[config.mk]
export PLATFORM = sky130hd
export DESIGN_NAME = lemmings_dig_splat
export DESIGN_NICKNAME = d
export VERILOG_FILES = /design/src/rtl/lemmings_pkg.sv /design/src/rtl/lemmings_fall_counter.sv /design/src/rtl/lemmings_dig_splat.sv
export SDC_FILE = /design/constraint.sdc
export NUM_CORES = 1
export LEC_CHECK = 0
export ABC_AREA = 1
export CORE_MARGIN = 2
export CORE_UTILIZATION = 53
export CTS_BUF_LIST = sky130_fd_sc_hd__clkbuf_16
export CTS_CLUSTER_DIAMETER = 60
export DETAILED_ROUTE_END_ITERATION = 16
export PLACE_DENSITY = 0.82
export SLEW_MARGIN = 10
export SYNTH_ARGS = -nofsm -noshare
export SYNTH_HDL_FRONTEND = slang
export SYNTH_HIERARCHICAL = 1
export SYNTH_SLANG_ARGS = --single-unit
export TNS_END_PERCENT = 20
[constraint.sdc]
create_clock -name clk -period 3.53 [get_ports clk]
set_input_delay 0.706 -clock clk [delete_from_list [all_inputs] [get_ports clk]]
set_output_delay 0.706 -clock clk [all_outputs]
set_load 0.01 [all_outputs]
[src/rtl/lemmings_pkg.sv]
// Shared definitions for the Lemmings walker controllers: the state
// encoding and small helpers on it.
package lemmings_pkg;

    typedef logic [2:0] state_t;

    localparam state_t WALK_L = 3'd0;
    localparam state_t WALK_R = 3'd1;
    localparam state_t FALL_L = 3'd2;
    localparam state_t FALL_R = 3'd3;
    localparam state_t DIG_L  = 3'd4;
    localparam state_t DIG_R  = 3'd5;
    localparam state_t SPLAT  = 3'd6;

    // True for both falling states, whichever direction is remembered.
    function automatic logic is_fall(input state_t s);
        return (s == FALL_L) || (s == FALL_R);
    endfunction

endpackage

[src/rtl/lemmings_fall_counter.sv]
// Saturating fall-duration counter. It holds the number of cycles the
// lemming has been falling, counting the current one, and flags when that
// exceeds the survivable limit. It never wraps, so arbitrarily long falls
// keep the flag raised.
module lemmings_fall_counter #(
    parameter int SPLAT_CYCLES = 20,
    parameter int CNT_W        = $clog2(SPLAT_CYCLES + 2)
) (
    input  logic clk,
    input  logic rst,
    input  logic load,   // entering a fall: this is the first falling cycle
    input  logic inc,    // still falling on the next cycle
    output logic over    // fall has lasted longer than SPLAT_CYCLES
);

    localparam logic [CNT_W-1:0] LIMIT   = CNT_W'(SPLAT_CYCLES);
    localparam logic [CNT_W-1:0] SAT_MAX = CNT_W'(SPLAT_CYCLES + 1);
    localparam logic [CNT_W-1:0] ONE     = CNT_W'(1);

    logic [CNT_W-1:0] cnt;

    // Load on fall entry, count while falling (saturating), clear otherwise.
    always_ff @(posedge clk or posedge rst) begin
        if (rst) begin
            cnt <= '0;
        end else if (load) begin
            cnt <= ONE;
        end else if (inc) begin
            if (cnt < SAT_MAX) begin
                cnt <= cnt + ONE;
            end
        end else begin
            cnt <= '0;
        end
    end

    assign over = (cnt > LIMIT);

endmodule

[src/rtl/lemmings_dig_splat.sv]
// Lemmings walker with digging, fall-duration tracking and a terminal
// SPLAT state. All outputs are decoded from the state register only.
// state_dbg mirrors the state register so checkers can observe the FSM.
module lemmings_dig_splat
    import lemmings_pkg::*;
#(
    parameter int SPLAT_CYCLES = 20,
    parameter bit DIG_EN       = 1'b1,
    parameter int CNT_W        = $clog2(SPLAT_CYCLES + 2)
) (
    input  logic   clk,
    input  logic   rst,
    input  logic   bump_left,
    input  logic   bump_right,
    input  logic   ground,
    input  logic   dig,
    output logic   walk_left,
    output logic   walk_right,
    output logic   aaah,
    output logic   digging,
    output logic   splat,
    output state_t state_dbg
);

    state_t state;
    state_t state_n;
    logic   cnt_load;
    logic   cnt_inc;
    logic   fall_over;

    lemmings_fall_counter #(
        .SPLAT_CYCLES (SPLAT_CYCLES),
        .CNT_W        (CNT_W)
    ) u_fall_counter (
        .clk  (clk),
        .rst  (rst),
        .load (cnt_load),
        .inc  (cnt_inc),
        .over (fall_over)
    );

    // State register; reset lands the lemming walking left.
    always_ff @(posedge clk or posedge rst) begin
        if (rst) begin
            state <= WALK_L;
        end else begin
            state <= state_n;
        end
    end

    // Next state: falling beats digging, digging beats bumps; falls keep
    // the direction they started with.
    always_comb begin
        state_n = state;
        case (state)
            WALK_L: begin
                if (!ground)               state_n = FALL_L;
                else if (dig && DIG_EN)    state_n = DIG_L;
                else if (bump_left)        state_n = WALK_R;
            end
            WALK_R: begin
                if (!ground)               state_n = FALL_R;
                else if (dig && DIG_EN)    state_n = DIG_R;
                else if (bump_right)       state_n = WALK_L;
            end
            DIG_L: begin
                if (!ground)               state_n = FALL_L;
            end
            DIG_R: begin
                if (!ground)               state_n = FALL_R;
            end
            FALL_L: begin
                if (ground)                state_n = fall_over ? SPLAT : WALK_L;
            end
            FALL_R: begin
                if (ground)                state_n = fall_over ? SPLAT : WALK_R;
            end
            SPLAT: begin
                state_n = SPLAT;
            end
            default: begin
                state_n = WALK_L;
            end
        endcase
    end

    // Counter control: load on entry into a fall, count while it continues.
    always_comb begin
        cnt_load = !is_fall(state) && is_fall(state_n);
        cnt_inc  = is_fall(state) && !ground;
    end

    assign walk_left  = (state == WALK_L);
    assign walk_right = (state == WALK_R);
    assign aaah       = is_fall(state);
    assign digging    = (state == DIG_L) || (state == DIG_R);
    assign splat      = (state == SPLAT);
    assign state_dbg  = state;

endmodule

== After elaboration in Yosys (flattened, before gate mapping) ==
Cells that the tools add are included.

* Logic and storage cells: 38
* Register bits: 8
* Bits of input ports: 6
* Output and inout bits: 8

* Multiplexer cells: 16
* Eq/ne operators: 9
* $lt $le $gt $ge: 2
* Reduce and logical (&&, ||, !) cells: 8
* Add/sub/neg operators: 1

{| class="wikitable"
|+ Operators by type and width
! cell !! number
|-
| $mux W3 || 12
|-
| $pmux W3 S7 || 1
|-
| $mux W5 || 3
|-
| $eq A3 B2 Y1 const B || 4
|-
| $eq A3 B3 Y1 const B || 3
|-
| $add A5 B1 Y5 const B || 1
|-
| $gt A5 B5 Y1 const B || 1
|-
| $lt A5 B5 Y1 const B || 1
|-
| $eq A3 B1 Y1 const B || 1
|-
| $logic_not A3 Y1 || 1
|-
| $logic_or A1 B1 Y1 || 3
|-
| $ne A3 B2 Y1 const B || 1
|-
| $logic_and A1 B1 Y1 || 2
|-
| $logic_not A1 Y1 || 2
|}

== Logic depth before layout (Yosys ltp) ==
Gate-level depths: netlist of the first run.

* Depth in word-level cells: 8
* Mapped depth: 15
* Mapped depth without buffers: 15

== By module ==
The synthesis of the first run kept the hierarchy.

{| class="wikitable"
|+ By module, submodules not included
! module !! instances !! area each (um^2) !! seq. area each (um^2) !! cells an instance
|-
| lemmings_fall_counter || 1 || 396.6 || 125.1 || 50
|-
| lemmings_dig_splat || 1 || 301.5 || 75.1 || 47
|}

== Least setup slack after synthesis of the first run ==
No wires, ideal clock.

* Kind: register to register
* Start point: register u_fall_counter.cnt[1]
* End point: register u_fall_counter.cnt[4]
* Clock period less this slack: 1,780 ps
* Setup slack: 1,750 ps
* Data arrival time: 1,656 ps
* Cell stages (with the launch flop): 15
* Buffers on the path: 0
* Data required time: 3,406 ps
* Library setup time: 124 ps
* Cell sequence: dfrtp_1 > inv_1 > ha_1 > o21ai_0 > inv_1 > nand2_1 > nand2_2 > nand2_1 > inv_1 > nand3_2 > nand2_2 > nor2_2 > nor2_8 > o211ai_1 > nand2_1

* Longest elaborated chain between the ends: 8
* Elaborated cells on any way between the ends: 16
* Classes of those cells: 1 x add/sub; 2 x order compare; 3 x eq/ne; 8 x mux; 2 x reduce/logical

{| class="wikitable"
|+ RTL lines
! element !! RTL line !! text
|-
| start, declared || lemmings_fall_counter.sv:20 || <nowiki>logic [CNT_W-1:0] cnt;</nowiki>
|-
| start signal, assigned || lemmings_fall_counter.sv:30 || <nowiki>cnt <= cnt + ONE;</nowiki>
|-
| $gt A5 B5 Y1 (*) || lemmings_fall_counter.sv:37 || <nowiki>assign over = (cnt > LIMIT);</nowiki>
|-
| named net fall_over || lemmings_dig_splat.sv:29 || <nowiki>logic fall_over;</nowiki>
|-
| $mux W3 (on tied branches) (2 in series) || lemmings_dig_splat.sv:76, lemmings_dig_splat.sv:73 ||
|-
| $pmux W3 S7 (*) || lemmings_dig_splat.sv:55 || <nowiki>case (state)</nowiki>
|-
| $eq A3 B2 Y1 || lemmings_pkg.sv:17 || <nowiki>return (s == FALL_L) || (s == FALL_R);</nowiki>
|-
| $logic_or A1 B1 Y1 (*) || lemmings_pkg.sv:17 ||
|-
| $logic_and A1 B1 Y1 (*) || lemmings_dig_splat.sv:89 || <nowiki>cnt_load = !is_fall(state) && is_fall(state_n);</nowiki>
|-
| named net cnt_load || lemmings_dig_splat.sv:27 || <nowiki>logic cnt_load;</nowiki>
|-
| $ne A3 B2 Y1 (no source line) / $mux W5 (equally long branches) || - ||
|}

Mark *: on every way through the listed nets, which the timed path passes. The rest lies on a longest branch. The select of a mux whose other input is x is not followed.
A chain may end at the register's enable or synchronous reset.

== Worst setup path after layout of the first run ==
* Start point: register state[2] (netlist: state_dbg[2])
* End point: output port digging

* Longest elaborated chain between the ends: 2
* Elaborated cells on any way between the ends: 3
* Classes of those cells: 2 x eq/ne; 1 x reduce/logical

{| class="wikitable"
|+ RTL lines
! element !! RTL line !! text
|-
| start, declared || lemmings_dig_splat.sv:25 || <nowiki>state_t state;</nowiki>
|-
| start signal, assigned || lemmings_dig_splat.sv:47 || <nowiki>state <= state_n;</nowiki>
|-
| $eq A3 B3 Y1 || lemmings_dig_splat.sv:96 || <nowiki>assign digging = (state == DIG_L) || (state == DIG_R);</nowiki>
|-
| $logic_or A1 B1 Y1 (*) || lemmings_dig_splat.sv:96 ||
|-
| end, declared || lemmings_dig_splat.sv:20 || <nowiki>output logic digging,</nowiki>
|}

Mark *: on every way between the ends. The rest lies on a longest branch, timed or not.

==> results of run 1 <==
[worst paths after layout]
kind / startpoint / endpoint / slack, ns / depth (start not counted)
max: state_dbg[2]$_DFF_PP0_ / digging / 1.29 / 3
min: u_fall_counter/cnt[3]$_DFFE_PP0P_ / u_fall_counter/cnt[3]$_DFFE_PP0P_ / 0.60 / 2
max reg2reg: u_fall_counter/cnt[1]$_DFFE_PP0P_ / u_fall_counter/cnt[4]$_DFFE_PP0P_ / 1.52 / 14
min reg2reg: u_fall_counter/cnt[3]$_DFFE_PP0P_ / u_fall_counter/cnt[3]$_DFFE_PP0P_ / 0.60 / 2
max in group asynchronous: rst / u_fall_counter/cnt[3]$_DFFE_PP0P_ / 2.65 / 2
min in group asynchronous: rst / state_dbg[2]$_DFF_PP0_ / 0.67 / 2
[synth_stat cells]
cell type  count
nor3_2         2
ha_1           2
nand3_2        2
o21bai_1       1
buf_2          1
nand2_2        4
nand2_4        2
o211ai_1       1
a21boi_1       1
nor3_1         1
nor2_8         1
nor2_4         1
a21oi_1        1
nand2_1       19
nand4_1        3
nand3b_1       1
xnor2_1        1
buf_6          2
nor2_1         5
dfrtp_1        8
inv_1         16
o21ai_0        2
nand3_1       15
nor2_2         2
inv_2          3
[sequential cells by signal, summed over array words and instances (netlist names)]
name,count
state_dbg,3
u_fall_counter/cnt,5
[logic make-up after synthesis]
| family | Yosys count |
|---|---|
| flops | 8 |
| simple gates | 58 |
| compound gates | 6 |
| fa+ha+maj | 2 |
| buf+inv | 22 |
| xor+xnor | 1 |
[cell type report]
type                    instances  area, µm²  area share [%]
well taps                      15       18.8            2.10
clock buffers                   3       75.1            8.39
inverters                      19       71.3            7.97
flip-flops and latches          8        200            22.4
multi-input cells              67        399            44.6
repair buffers                 13        130            14.5
[worst register-to-register path, delay by kind of cell, from the launching register on]
kind / cells / cell delay, ns
and+or+nand+nor: 8 / 0.73
DFF: 1 / 0.46
AOI/OAI and AO/OA: 2 / 0.34
buffers and inverters: 3 / 0.19
adders and majority gates: 1 / 0.17
[per-layer routing]
layer / wire [µm] / global-route usage [%] / vias to the layer above
li1: - / - / 335
met1: 641 / 27.5 / 287
met2: 643 / 29.8 / 17
met3: 77 / 5.00 / 2
met4: 17 / 12.5 / 0
met5: 0 / 0 / -
[through the flow]
| step | instance area [µm²] | hold slack (ns) | worst slack (ns) | utilization [%] |
|---|---|---|---|---|
| final | 895 | 0.600 | 1.29 | 70.5 |
| after global routing | 895 | 0.633 | 1.20 | 70.5 |
| after CTS | 895 | 0.592 | 1.28 | 70.5 |
| after detailed placement | 820 | 0.571 | 1.22 | 64.6 |
| after global placement | 820 | 0.585 | 1.26 | 64.6 |
| after floorplan | 698 | 0.460 | 1.75 | - |
[power by group]
part / internal [W] / switching [W] / leakage [nW]
clock network: 0.000146 / 0.0000411 / 0.0370
logic: 0.000157 / 0.000189 / 0.308
registers: 0.000118 / 0.0000587 / 0.106
==> reports/metrics.yaml, run 1 <==
status:
  status: "finished, final reports clean"
logic_synthesis:
  synth_top_family_by_area: "simple AND/OR/NAND/NOR gates"
  synthXorXnorAreaFrac_pct: 1.25
  yosys.area_share.simple_pct: 47.0
  ys_seq_area_share_pct: 28.7
  ys_seq_elements: 8
  synth_mux_area_share_pct: 0
  synth_nets: 105
  syn-mean-instance-area_um2: 7.20
  synth_compound_area_share_pct: 5.38
  synthAdderAreaFrac_pct: 3.58
  synthTopCellsByArea: "dfrtp_1 29%, nand3_1 11%, nand2_1 10%"
  syn_area_um2: 698
  synth_area_leader_cell: "dfrtp_1"
  syn_inst: 97
  synth.distinct_cells: 25
  synth_top_area_share_pct: 28.7
  yosysWarnings: 6
worst_setup_path:
  crit_family: "buffers and inverters"
  crit_chain: "inv_1, nor2_1, clkdlybuf4s50_1"
  crit_required_ns: 2.82
  start_kind: "flop"
  critPathKind: "flop to output pin"
  critPathMaxStageDelay_ns: 0.54
  worstPathArrival_ns: 1.53
  crit_buf_inv: 2
  endpoint_kind: "output pin"
  critPathMaxFanout: 8
  crit_slowest_cell: "clkdlybuf4s50_1"
cells_and_area:
  stdcell_count: 125
  antenna_cells: 0
  fin_nets: 120
  mostFrequentLayoutCell: "nand2_1"
  final_cell_mix: "19 x nand2_1, 16 x inv_1, 15 x nand3_1"
  fillers: 96
  drive_above_1_share_pct: 18.2
  syn_to_final_growth_pct: 28.1
pwr:
  irDropWorstVdd_mv: 0.575
  p_per_area_nw_per_um2: 793
  total_power_w: 0.000710
  leakagePower_nw: 0.452
sta:
  drv_slew: 0
  fmax_mhz: 447
  worstMarginPinSlew_ns: 0.344
  setup_tns_ns: 0
  skew_ns: 0.00206
  slew_headroom_pct: 77.1
  setup_viol: 0
  fin_crit_ns: 2.24
  rsz0062_at_grt: "false"
  finalCritPeriodShare_pct: 63.3
  hold_violations: 0
routing:
  drt-total-wl_um: 1380
  antenna_left: 0
  vias: 641
  avgRoutedWirePerCell_um: 11.0
  drcViolationCount: 0
  dr.pass1.iters: 4
  first_iter_violations: 16
  vias_per_cell: 5.13
worst_hold_path:
  hold_class: "flop to flop"
placement:
  dp_hpwl_um: 1090
  dp_cells: 122
  gp_congestion: 0.835
  portBuffers: 13
clock_network:
  clk_latency_ns: 0.23
  htreeDepth: 1
  clockRootBuffer: "clkbuf_16"
  clockBufferDepth: 2
  cts.repair.resized: 0
  cts_hold_buf: 0
  clk_pin_slew_ns: 0.03
  cts_inserted_buffers: 3
  cts_tree: "yes"
  cts.sinks: 8
  postCtsSetupRepairBufs: 0
global_route:
  grt_remaining_overflow: 0
  grt_usage_pct: 20.6
  grt_max_degree: 10
  grt_pass1_wl_um: 2110
  grt_pass1_vias: 507
  antenna_found_initial: 0
die:
  ioPinCount: 14
  start_util_pct: 55.0
  die_y_um: 40.3
  rows: 13
  die_area_um2: 1620
  core_um2: 1270
  die_w_um: 40.3
flow_run:
  drv_cap: 0
No activity file was read; power rests on OpenSTA's default activity.
==> run 2: changes to the inputs <==
- CORE_UTILIZATION: 53 -> 49
- PLACE_DENSITY: 0.82 -> 0.77
- clock period: 3.53 -> 2.35 ns (I/O delays scaled with it)
==> run 2 against run 1 <==
Compared with the run above:
- critical path depth unchanged
- clock power grew 52%
- sequential share of layout area unchanged
- hold slack got worse by 0.15 ns
- count of clock-buffer cells in the layout is the same
- core utilization shrank 2.6 points
- total power rose by 51%
- routed wire length grew 8.8%
- critical endpoint unchanged
==> reports/metrics.yaml, run 2 (synthesis gave the netlist of run 1 again) <==
sta:
  drv_slew: 0  # unchanged
  hold_violations: 0  # unchanged
  skew_ns: 0.00211  # +0.0000426 ns
  setup_viol: 0  # unchanged
  slew_headroom_pct: 75.7  # -1.3 points
  finalCritPeriodShare_pct: 85.9
  fin_crit_ns: 2.02
  rsz0062_at_grt: "false"
  setup_tns_ns: 0  # unchanged
  fmax_mhz: 495
  worstMarginPinSlew_ns: 0.364  # +0.0202 ns
pwr:
  switching_share_pct: 40.7  # +0.070 points
  leakagePower_nw: 0.452  # unchanged
  comb_power_share_pct: 47.9  # -0.8 points
  p_per_area_nw_per_um2: 1190  # +51%
  switchingPower_w: 0.000435  # +51%
  clock_power_share_pct: 26.6  # +0.3 points
  irDropWorstVdd_mv: 0.816  # +42%
  power_frac_seq_pct: 25.5  # +0.6 points
  internal_power_w: 0.000634  # +50%
cells_and_area:
  top_register: "u_fall_counter/cnt"
  syn_to_final_growth_pct: 28.1  # unchanged
  postLayoutCoreUtil_pct: 67.9  # -2.6 points
  fin_nets: 120  # unchanged
  antenna_cells: 0  # unchanged
  drive_above_1_share_pct: 18.2  # unchanged
  final_cell_mix: "19 x nand2_1, 16 x inv_1, 15 x nand3_1"
  mostFrequentLayoutCell: "nand2_1"
  largest_reg_flops: 5  # unchanged
worst_setup_path:
  start_kind: "flop"
  crit_required_ns: 1.88  # -0.94 ns
  critPathKind: "flop to output pin"
  worstPathArrival_ns: 1.55  # +0.02 ns
  critPathMaxFanout: 8  # unchanged
  crit_chain: "inv_1, nor2_1, clkdlybuf4s50_1"
  endpoint_kind: "output pin"
  critPathMaxStageDelay_ns: 0.55  # about the same
  crit_start: "state_dbg[2]$_DFF_PP0_"
  crit_slowest_cell: "dfrtp_1"
  worstReg2RegStart: "u_fall_counter/cnt[0]$_DFFE_PP0P_"
placement:
  dp_hpwl_um: 1180  # +7.7%
  gp_congestion: 0.842  # +0.81%
  portBuffers: 13  # unchanged
clock_network:
  clockBufferDepth: 2  # unchanged
  cts.sinks: 8  # unchanged
  clk_latency_ns: 0.23  # about the same
  cts_hold_buf: 0  # unchanged
  cts_tree: "yes"
  clk_pin_slew_ns: 0.04  # about the same
  htreeDepth: 1  # unchanged
  cts_inserted_buffers: 3  # unchanged
  clockRootBuffer: "clkbuf_16"
  postCtsSetupRepairBufs: 0  # unchanged
  cts.repair.resized: 0  # unchanged
routing:
  first_iter_violations: 9  # -7
  drcViolationCount: 0  # unchanged
  avgRoutedWirePerCell_um: 12.0  # +8.8%
  vias: 650  # +1.4%
  antenna_left: 0  # unchanged
  drt-total-wl_um: 1500  # +8.8%
  vias_per_cell: 5.20  # +1.4%
  dr.pass1.iters: 4  # unchanged
global_route:
  grt_pass1_vias: 604  # +19%
  grt_usage_pct: 19.8  # -0.79 points
  antenna_found_initial: 0  # unchanged
  grt_remaining_overflow: 0  # unchanged
  grt_pass1_wl_um: 2600  # +23%
  grt_max_degree: 10  # unchanged
die:
  die_w_um: 41.7  # +3.6%
  die_y_um: 41.7  # +3.6%
  ioPinCount: 14  # unchanged
  start_util_pct: 53.0  # -2.0 points
  rows: 13  # unchanged
  core_um2: 1320  # +3.8%
  die_area_um2: 1740  # +7.3%
status:
  status: "finished, final reports clean"
flow_run:
  drv_cap: 0  # unchanged
worst_hold_path:
  hold_class: "input pin to asynchronous set/reset pin"
==> run 2: cell counts in the layout (fill, tap and decap cells not counted) <==
No cell type changed its count.
==> run 2: final timing paths <==
kind	endpoint	slack (ns)	depth (start not counted)
max in group asynchronous	u_fall_counter/cnt[1]$_DFFE_PP0P_	1.70	2
worst min register to register	u_fall_counter/cnt[3]$_DFFE_PP0P_	0.59	2
worst max register to register	u_fall_counter/cnt[4]$_DFFE_PP0P_	0.35	14
min in group clk	u_fall_counter/cnt[3]$_DFFE_PP0P_	0.59	2
worst max-delay path	digging	0.33	3
worst min-delay path	state_dbg[0]$_DFF_PP0_	0.45	2
==> run 2: routing by layer <==
metal | global-route usage, % | routed length, µm | share of wire, %
met5 | 0 | 0 | 0
met4 | 5.81 | 0 | 0
met3 | 8.26 | 68 | 4.5
met2 | 34.1 | 798 | 53
met1 | 22.2 | 635 | 42
==> run 2: area by class of cell <==
cell class	instances	area (µm²)
clock buffers	3	75.1
well taps	15	18.8
flip-flops and latches	8	200
fillers	116	423
repair buffers	13	130
inverters	19	71.3
multi-input cells	67	399
==> run 2: through the flow <==
stage	setup WS, ns	total power (W)	std cells	hold WS, ns	cell area [µm²]
after floorplan	0.570	0.000604	97	0.224	698
after global placement	0.325	0.000780	122	0.566	820
after detailed placement	0.224	0.000794	122	0.563	820
after CTS	0.328	0.00108	125	0.452	895
after global routing	0.0806	0.00115	125	0.467	895
final	0.331	0.00107	125	0.447	895
==> run 2: power groups by stage <==
stage / Combinational, W / Clock, W / Sequential, W
6_report: 0.000512 / 0.000284 / 0.000273
5_1_grt: 0.000574 / 0.000291 / 0.000281
4_1_cts: 0.000520 / 0.000284 / 0.000273
3_5_place_dp: 0.000520 / 0 / 0.000273
3_3_place_gp: 0.000508 / 0 / 0.000271
2_1_floorplan: 0.000356 / 0 / 0.000248
==> run 2: worst max-delay path, delay by kind of cell, from the launching register on <==
kind / cells / cell delay [ns]
buf+inv: 2 / 0.67
flops: 1 / 0.55
simple gates: 1 / 0.10
==> run 3: changes to the inputs <==
- CTS_CLUSTER_SIZE: unset -> 16
==> results of run 3 <==
Final layout, timing and power as in run 2 (identical DEF).
